[src/rtl/systolic_feeder.sv]
// Feeder for a weight-stationary systolic array: shifts weight rows down the columns,
// streams skewed input vectors into the rows, then drains the array with zeros.
module systolic_feeder #(
  parameter int DATA_WIDTH = 8,
  parameter int ROWS       = 4,
  parameter int COLS       = 4
) (
  input  logic                       clk,
  input  logic                       rst,
  input  logic                       start,
  input  logic                       w_valid,
  output logic                       w_ready,
  input  logic [COLS*DATA_WIDTH-1:0] w_data,
  input  logic                       x_valid,
  output logic                       x_ready,
  input  logic [ROWS*DATA_WIDTH-1:0] x_data,
  input  logic                       x_last,
  output logic [1:0]                 mode_ctrl,
  output logic [COLS*DATA_WIDTH-1:0] arr_top,
  output logic [ROWS*DATA_WIDTH-1:0] arr_left,
  output logic                       busy,
  output logic                       done
);

  localparam int WCW = (ROWS > 1) ? $clog2(ROWS) : 1;
  localparam int DCW = $clog2(ROWS + COLS);
  localparam logic [WCW-1:0] W_LAST = WCW'(ROWS - 1);
  localparam logic [DCW-1:0] D_LAST = DCW'(ROWS + COLS - 2);

  typedef enum logic [1:0] {S_IDLE, S_LOAD, S_COMPUTE, S_DRAIN} state_t;

  state_t                     state_q;
  logic [WCW-1:0]             wcnt_q;
  logic [DCW-1:0]             dcnt_q;
  logic [1:0]                 mode_q;
  logic [COLS*DATA_WIDTH-1:0] top_q;
  logic                       done_q;
  logic                       adv;
  logic [ROWS*DATA_WIDTH-1:0] skew_in;

  assign w_ready   = (state_q == S_LOAD);
  assign x_ready   = (state_q == S_COMPUTE);
  assign busy      = (state_q != S_IDLE);
  assign done      = done_q;
  assign mode_ctrl = mode_q;
  assign arr_top   = top_q;

  // Skew only moves when the array computes, so stalls freeze every in-flight element.
  assign adv     = (state_q == S_DRAIN) || ((state_q == S_COMPUTE) && x_valid);
  assign skew_in = (state_q == S_COMPUTE) ? x_data : '0;

  always_ff @(posedge clk or posedge rst) begin
    if (rst) begin
      state_q <= S_IDLE;
      wcnt_q  <= '0;
      dcnt_q  <= '0;
      mode_q  <= 2'b00;
      top_q   <= '0;
      done_q  <= 1'b0;
    end else begin
      done_q <= 1'b0;
      case (state_q)
        S_IDLE: begin
          mode_q <= 2'b00;
          top_q  <= '0;
          if (start) state_q <= S_LOAD;
        end
        S_LOAD: begin
          if (w_valid) begin
            top_q  <= w_data;
            mode_q <= 2'b01;
            if (wcnt_q == W_LAST) begin
              wcnt_q  <= '0;
              state_q <= S_COMPUTE;
            end else begin
              wcnt_q <= wcnt_q + 1'b1;
            end
          end else begin
            mode_q <= 2'b00;
          end
        end
        S_COMPUTE: begin
          top_q <= '0;
          if (x_valid) begin
            mode_q <= 2'b10;
            if (x_last) begin
              dcnt_q  <= '0;
              state_q <= S_DRAIN;
            end
          end else begin
            mode_q <= 2'b00;
          end
        end
        S_DRAIN: begin
          top_q  <= '0;
          mode_q <= 2'b10;
          if (dcnt_q == D_LAST) begin
            dcnt_q  <= '0;
            done_q  <= 1'b1;
            state_q <= S_IDLE;
          end else begin
            dcnt_q <= dcnt_q + 1'b1;
          end
        end
        default: state_q <= S_IDLE;
      endcase
    end
  end

  // Row r carries r+1 stages so element r lands r advances after element 0.
  for (genvar r = 0; r < ROWS; r++) begin : g_row
    logic [DATA_WIDTH-1:0] stg_q [r+1];

    always_ff @(posedge clk or posedge rst) begin
      if (rst) begin
        for (int i = 0; i <= r; i++) stg_q[i] <= '0;
      end else if (adv) begin
        stg_q[0] <= skew_in[r*DATA_WIDTH +: DATA_WIDTH];
        for (int i = 1; i <= r; i++) stg_q[i] <= stg_q[i-1];
      end
    end

    assign arr_left[r*DATA_WIDTH +: DATA_WIDTH] = stg_q[r];
  end

endmodule

[config.mk]
export PLATFORM = sky130hd
export DESIGN_NAME = systolic_feeder
export DESIGN_NICKNAME = d
export VERILOG_FILES = /design/src/rtl/systolic_feeder.sv
export SDC_FILE = /design/constraint.sdc
export NUM_CORES = 1
export LEC_CHECK = 0
export CORE_ASPECT_RATIO = 0.8
export CORE_UTILIZATION = 52
export DETAILED_ROUTE_END_ITERATION = 7
export HOLD_SLACK_MARGIN = 0.08
export PLACE_DENSITY = 0.86
export SLEW_MARGIN = 20
export SYNTH_ARGS = -nofsm -noshare
export SYNTH_HDL_FRONTEND = slang
export SYNTH_SLANG_ARGS = --single-unit
[constraint.sdc]
create_clock -name clk -period 8.1 [get_ports clk]
set_clock_uncertainty 0.15 [all_clocks]
set_input_delay 0.81 -clock clk [delete_from_list [all_inputs] [get_ports clk]]
set_output_delay 0.81 -clock clk [all_outputs]
set_load 0.005 [all_outputs]
Word-level counts from Yosys, hierarchy flattened
Index checks and enable logic that the tools add are counted.
- register bits after elaboration: 122
- bits of input ports: 70
- logic and storage cells: 58
- add/subtract/negate cells: 2
- reductions and logical operators: 9
- equality and inequality tests: 11
- multiplexer cells: 20
- operator list (operator ; count):
    32-bit two-way mux ; 2
    32-bit one-hot mux with 2 select lines ; 1
    2-bit two-way mux ; 8
    2-bit one-hot mux with 4 select lines ; 2
    3-bit two-way mux ; 3
    2-bit equality test, second input constant ; 3
    2-bit by 1-bit inequality test with 1-bit output, second input constant ; 3
    2-bit inequality test, second input constant ; 3
    3-bit one-hot mux with 2 select lines ; 1
    6-bit AND reduction ; 1
    2-bit nonzero test ; 2
    3-bit by 1-bit adder with 3-bit output, second input constant ; 1
    3-bit equality test, second input constant ; 1
    1-bit two-way mux ; 3
    3-bit AND reduction ; 1
    3-bit OR reduction ; 1
    2-bit by 1-bit adder with 2-bit output, second input constant ; 1
    2-bit by 1-bit equality test with 1-bit output, second input constant ; 1
    2-bit logical NOT ; 1
    2-bit AND reduction ; 1
    1-bit logical AND ; 1
    1-bit logical OR ; 1

Longest topological paths before layout
Gate-level depths: netlist (run 1).
- depth in word-level cells: 4
- gate-level depth with buffers: 5
- gate-level depth less buffers: 5

Worst setup path after synthesis (run 1)
No wires, ideal clock.
- path kind: input-to-reg
- from: in w_valid
- to: reg state_q[0]
- data required time: 7823 ps
- slack: 6152 ps
- cell stages on the path: 4
- buffers on the path: 1
- data arrival time: 1671 ps
- cells stage by stage: buf_2 a21boi_1 a211o_2 o32a_2
- cells in the longest elaborated chain, start to end: 2
- RTL lines (what ; line ; text):
    start, declared ; 11 ; input logic w_valid,
    2-bit inequality test (no source line) ; - ;
    6-bit AND reduction (no source line) ; - ;
    end signal, assigned ; 54 ; state_q <= S_IDLE;
    end signal, assigned ; 66 ; if (start) state_q <= S_LOAD;
    end signal, assigned ; 74 ; state_q <= S_COMPUTE;
    end, declared ; 32 ; state_t state_q;
No other way between the ends.
A chain may end at the register's enable or synchronous reset.

Worst setup path after layout (run 1)
- from: reg state_q[1]
- to: out w_ready
- cells in the longest elaborated chain, start to end: 1
- RTL lines (what ; line ; text):
    2-bit by 1-bit equality test with 1-bit output ; 41 ; assign w_ready = (state_q == S_LOAD);
    end, declared ; 12 ; output logic w_ready,
No other way between the ends.

==> results of run 1 <==
==> state kept, by name (all words and copies together), names as in the netlist <==
signal / flops
g_row.stg_q: 56
arr_top: 32
state_q: 2
mode_ctrl: 2
arr_left: 24
done: 1
dcnt_q: 3
wcnt_q: 2
==> metrics by stage <==
stage,util [%],worst slack (ps),hold slack [ps],std cells
4_1_cts,75.2,4670,337,597
5_1_grt,75.2,4510,364,597
2_1_floorplan,-,3900,309,351
6_report,75.2,4700,336,597
3_5_place_dp,68.5,5120,324,565
3_3_place_gp,68.5,5170,312,565
==> layout make-up <==
class | instances | area, sq um | area share (%)
Clock inverter | 11 | 169 | 2.44
Timing Repair Buffer | 142 | 1410 | 20.4
Multi-Input combinational cell | 181 | 1670 | 24.1
Tap cell | 115 | 144 | 2.08
Inverter | 5 | 21.3 | 0.308
Clock buffer | 21 | 450 | 6.51
Sequential cell | 122 | 3050 | 44.2
==> how the worst max path moves through the flow <==
stage	slack [ps]	to	from
3_3_place_gp	5170	w_ready	state_q[1]$_DFFE_PP0P_
5_1_grt	4510	w_ready	state_q[1]$_DFFE_PP0P_
2_1_floorplan	3900	arr_left[10]$_DFFE_PP0P_	rst
3_5_place_dp	5120	w_ready	state_q[1]$_DFFE_PP0P_
4_1_cts	4670	w_ready	state_q[1]$_DFFE_PP0P_
6_report	4700	w_ready	state_q[1]$_DFFE_PP0P_
==> per-layer routing <==
metal | vias up | GRT usage [%] | share of wire [%] | wire length (um)
met5 | - | 0 | 0 | 0
met4 | 0 | 7.32 | 0.87 | 87
met3 | 7 | 5.93 | 4.9 | 490
met2 | 100 | 35.1 | 50 | 4990
met1 | 1550 | 27.9 | 44 | 4450
li1 | 1451 | - | - | -
==> cells by family after synthesis <==
group	count (synthesis)	share of synthesized area, %
flip-flops	122	60.9
AND/OR/NAND/NOR	46	5.49
multiplexers	83	17.9
AO/OA/AOI/OAI	46	8.39
adder cells (fa/ha/maj)	6	1.50
buffers and inverters	48	5.79
==> cell usage in the layout, fill, tap and decap left out, types with 2 or more instances in the layout <==
cell type / instances
clkinv_2: 2
nand2b_1: 2
clkbuf_16: 17
clkdlybuf4s50_1: 138
nand2_1: 4
ha_1: 6
bufinv_16: 4
nor2b_1: 33
inv_1: 4
nor2_1: 3
mux2_2: 45
a22o_1: 32
mux2_1: 4
dfrtp_1: 122
a21o_1: 2
clkbuf_1: 3
clkinvlp_4: 4
buf_4: 3
mux2i_1: 33
a21boi_1: 2
==> power by group through the flow <==
stage               sequential [mW]  combinational [mW]  clock (mW)
floorplan                     0.947               0.617           0
global placement              0.960               0.862           0
detailed placement            0.975               0.895           0
CTS                           0.970               0.906       0.800
global route                  0.997               0.968       0.826
finish                        0.968               0.895       0.785
==> results.md, run 1 <==
- Status: complete, but fails checks
- Violated checks: DRC
- Synth top area share: 60.9%
- IO Port Bufs: roughly 140
- Gp weighted congestion: 0.718
- Gr ovfl total: 0
- RSZ-0062 raised after global routing: false
- FF-to-FF Start: state_q[1]$_DFFE_PP0P_
- CTS Root Cell: clkbuf_16
- Clock power frac: around 30%
- PostCTS Resize Cnt: 0
- P_leak: between 3 and 4 nW
- Critical Path Start Type: flop
- Power Internal: between 1.5 and 2 mW
- Drt initial violations: 130
- Total power: between 2 and 3 mW
- Diode count: 0
- GR Util All Layers: between 20 and 25%
- Total wire length: 10.0 mm
- Std cell rows: 31
- Slowest Stage Delay on Critical Path: approximately 840 ps
- Initial antenna violation count: 0
- CTS Sinks: 122
- Worst EP arrival: 2440 ps
- Fill cells: between 500 and 600
- Hold-fix buffers at CTS: 0
- Sw Pwr: roughly 0.74 mW
- R2R cell count: 5
- Worst-Margin Slew: about 1000 ps
- First-pass DRT Iterations: 7
- FF-to-FF End: state_q[1]$_DFFE_PP0P_
- Design area: between 6000 and 7000 sq um
- DRC errors left: 10
- ANT nets after route: 0
- CTS Buffer Depth: 2
- CTS tree: yes
- IO Count: 140
- Count of cell types in the netlist: 31
- Post-DR vias/cell: 5.21
- Fin crit period: 3400 ps
- Share of total power in combinational logic: roughly 34%
- Max_slew headroom: around a third
- WHS Endpoint: arr_left[10]$_DFFE_PP0P_
- Power density cells: 383 nW/um^2
- Die area: 10000 sq um
- Num CTS Buffers: 17
- Post-Syn Area: between 5000 and 6000 sq um
- Synthesized flop and latch total: about 120
- Async set-reset flop share out of synthesis: 100%
- Max-cap violations: 0
- Die H: between 80 and 90 um
- Number of global-route vias before repair: around 3400
- Initial core utilization: between 50% and 60%
- Syn avg cell area: 14.3 sq um
- First-pass GRT wire length: 16.8 mm
- CP Cell Sequence: inv_1 -> ha_1 -> clkdlybuf4s50_1
- Synth top cells by count: 122 x dfrtp_1, 45 x mux2_2, 33 x mux2i_1, 33 x nor2b_1, 32 x a22o_1
- Worst skew pair latency: between 300 and 400 ps
- Die X: approximately 110 um
- Ys flop type: dfrtp_1
- CP Capture Type: primary output
- Setup CP Type: flop to primary output
- Hold path cells: 1
- Sum Neg Setup Slack: 0 ps
- Fmax achieved: 0.294 GHz
- Final setup violation count: 0
- Post-CTS setup buffer count: 0
- Layout Area Growth over Synthesis: 38.0%
- Post-DP HPWL: approximately 6.4 mm
- DR WL/cell: between 15 and 20 um
- R2R Setup Slk: between 5000 and 6000 ps
- Final hold vios: 0
- DP Area: 6290 sq um
- Critical path depth: 3
- Sw Share: 27.8%
- Max FO, Critical Path: 35
- H-tree Lvls: 4
- Vias: between 3000 and 4000
- Bufs and invs on worst path: 2
- Worst Hold Class: flop to flop
- Critical Path RT: around 7100 ps
- Ys Warns: 0
- Largest net degree at the start of global routing: between 80 and 90
- CP delay by family, top: adder cells
- Synth top area cells: dfrtp_1 61%, mux2_2 10%, mux2i_1 6.6%
- Final Slew Violations: 0
- Register area share after synthesis: approximately 61%
- Share of cells above drive strength 1: a little under a fifth
- Mapped Cells: between 300 and 400
- Top-count cell post-synth: dfrtp_1
- Core box area: roughly 9000 sq um
- HP Start: g_row[1].stg_q[10]$_DFFE_PP0P_
- Maximum vdd drop: between 0.3 and 0.4 mV
- CTS clk-pin slew, worst paths: ~50 ps
- Seq pwr share: a little over a third
- Post-synth EDFFs: 0
- Final Cycle Share: 42.0%
- Yosys top cell by area: dfrtp_1
- Syn Nets: between 400 and 500
- Fin nets: 545
- Slowest CP cell: ha_1
(Power assumes the default switching activity.)
==> run 2, diff against run 1 <==
- CORE_UTILIZATION: 52 -> 48
- PLACE_DENSITY: 0.86 -> 0.8
- clock period: 8.1 -> 3.3 ns (I/O delays scaled with it)
==> run 2 against run 1 <==
Against the previous run:
- wire length hardly changed
- largest power group unchanged
- clock power is 130% higher
- combinational power is 150% higher
- register-to-register slack worse by 4700 ps
- critical path depth is 1 higher
- setup slack worse by 3800 ps
- the run now ends clean
- via count is 0.55% higher
- sequential share of layout area is 0.34 points lower
- critical endpoint unchanged
- first-iteration DRC count is 3.1% lower
- cell count is 4.2% higher
- worst hold slack worse by 35 ps
- count of clock-buffer cells in the layout stayed put
==> results.md, run 2 (synthesis results as in run 1) <==
- CP Capture Type: primary output
- Seq pwr share: 37.0%
- Sw Pwr: between 1.5 and 2 mW
- Die H: ~93 um
- R2R Setup Slk: approximately 960 ps
- Status: finished, final reports clean
- First-pass GRT wire length: 16.1 mm
- Largest register FFs: 56
- FF-to-FF End: g_row[3].stg_q[17]$_DFFE_PP0P_
- Setup CP Type: flop to primary output
- Max FO, Critical Path: 35
- Most common cell after layout, fill and taps aside: clkdlybuf4s50_1
- Worst skew pair latency: approximately 400 ps
- Share of total power in combinational logic: a little over a third
- Worst Hold Class: input port to async pin
- Fin crit period: 2400 ps
- CTS Sinks: approximately 120
- Layout Area Growth over Synthesis: 39.1%
- Design area: around 7000 sq um
- Final Cycle Share: between 70 and 80%
- IO Port Bufs: about 140
- Sum Neg Setup Slack: 0 ps
- Die area: around 11000 sq um
- Bufs and invs on worst path: 3
- Final hold vios: 0
- Fin nets: 549
- RSZ-0062 raised after global routing: false
- P_leak: around 3.2 nW
- Slowest CP cell: clkdlybuf4s50_1
- CTS tree: yes
- IO Count: between 100 and 150
- Drt initial violations: 126
- Total wire length: about 10 mm
- CTS Root Cell: clkbuf_16
- CTS Buffer Depth: 2
- CP Cell Sequence: inv_1 -> ha_1 -> buf_4 -> clkdlybuf4s50_1
- Clock power frac: 28.0%
- R2R cell count: 5
- Critical path capture point: w_ready
- Final setup violation count: 0
- Core box area: ~9900 sq um
- PostCTS Resize Cnt: 0
- Largest reg by FF count: g_row.stg_q
- Setup ws final: between 800 and 900 ps
- Critical path depth: 4
- Share of cells above drive strength 1: around a fifth
- Hold WS: 301 ps
- H-tree Lvls: 4
- Util after Layout: a little over two thirds
- GR Util All Layers: 19.7%
- Maximum vdd drop: approximately 0.52 mV
- Initial antenna violation count: 0
- FF-to-FF Start: state_q[0]$_DFFE_PP0P_
- Fmax achieved: between 0.4 and 0.5 GHz
- Sw Share: between 20% and 30%
- Most frequent cells in the layout: 138 x clkdlybuf4s50_1, 122 x dfrtp_1, 45 x mux2_2
- Gp weighted congestion: approximately 0.76
- Power density cells: 918 nW/um^2
- Post-CTS setup buffer count: 0
- Place WS: roughly 930 ps
- Post-DP HPWL: around 6.6 mm
- Diode count: 0
- Post-DR vias/cell: between 5 and 6
- Hold-fix buffers at CTS: 0
- Vias: around 3100
- Worst-Margin Slew: 662 ps
- CP delay by family, top: buffers and inverters
- Max-cap violations: 0
- Max_slew headroom: a little under three fifths
- Slowest Stage Delay on Critical Path: roughly 580 ps
- DP Area: about 6400 sq um
- ANT nets after route: 0
- Std cell rows: 32
- Critical Path Start Type: flop
- Final Slew Violations: 0
- Crit path launch: state_q[1]$_DFFE_PP0P_
- First-pass DRT Iterations: 4
- DRC errors left: 0
- Die X: about 120 um
- Num CTS Buffers: 17
- Critical Path RT: between 2000 and 3000 ps
- Initial core utilization: 50.7%
- CTS clk-pin slew, worst paths: 50 ps
- Largest net degree at the start of global routing: approximately 120
- DR WL/cell: around 16 um
- Power Internal: about 4.6 mW
- Worst EP arrival: about 1900 ps
- Gr ovfl total: 0
- Number of global-route vias before repair: ~3300
## run 2: worst min-delay path by stage
stage                                              start                       end  slack, ps  cells after the start
after floorplan           g_row[1].stg_q[10]$_DFFE_PP0P_  arr_left[10]$_DFFE_PP0P_        310                      1
after CTS                                            rst   arr_top[15]$_DFFE_PP0P_        350                      3
after global placement     g_row[1].stg_q[8]$_DFFE_PP0P_   arr_left[8]$_DFFE_PP0P_        310                      1
after detailed placement   g_row[1].stg_q[8]$_DFFE_PP0P_   arr_left[8]$_DFFE_PP0P_        330                      1
final                                                rst   arr_top[15]$_DFFE_PP0P_        300                      3
after global routing       g_row[1].stg_q[9]$_DFFE_PP0P_   arr_left[9]$_DFFE_PP0P_        360                      1
## run 2: power groups by stage
stage	clock network, mW	registers [mW]	logic [mW]
6_report	1.79	2.37	2.23
3_3_place_gp	0	2.36	2.18
2_1_floorplan	0	2.32	1.52
4_1_cts	1.84	2.37	2.27
5_1_grt	1.89	2.44	2.42
3_5_place_dp	0	2.39	2.25
## run 2: metal layers
layer / vias to the layer above / global-route usage [%] / wire [um]
met3: 15 / 5.38 / 468
met1: 1564 / 24.7 / 4500
met5: - / 0 / 0
li1: 1459 / - / -
met2: 87 / 31.9 / 4890
met4: 0 / 8.87 / 164
## run 2: metrics by stage
| stage | instances | power [mW] |
|---|---|---|
| 2_1_floorplan | 351 | 3.84 |
| 3_3_place_gp | 590 | 4.54 |
| 3_5_place_dp | 590 | 4.64 |
| 4_1_cts | 622 | 6.48 |
| 5_1_grt | 622 | 6.76 |
| 6_report | 622 | 6.39 |
## run 2: worst register-to-register path: cells and delay by family, from the launching register on
kind	cells	cell delay [ps]
compound gates	1	520
buf+inv	2	470
flops	1	410
mux	1	370
fa+ha+maj	1	310
## run 2: final cells by class
class                   instances  area [sq um]
flip-flops and latches        122          3050
fillers                       722          2920
multi-input cells             181          1670
repair buffers                146          1460
clock buffers                  21           470
well taps                     136           170
clock inverters                11           120
inverters                       5          22.5
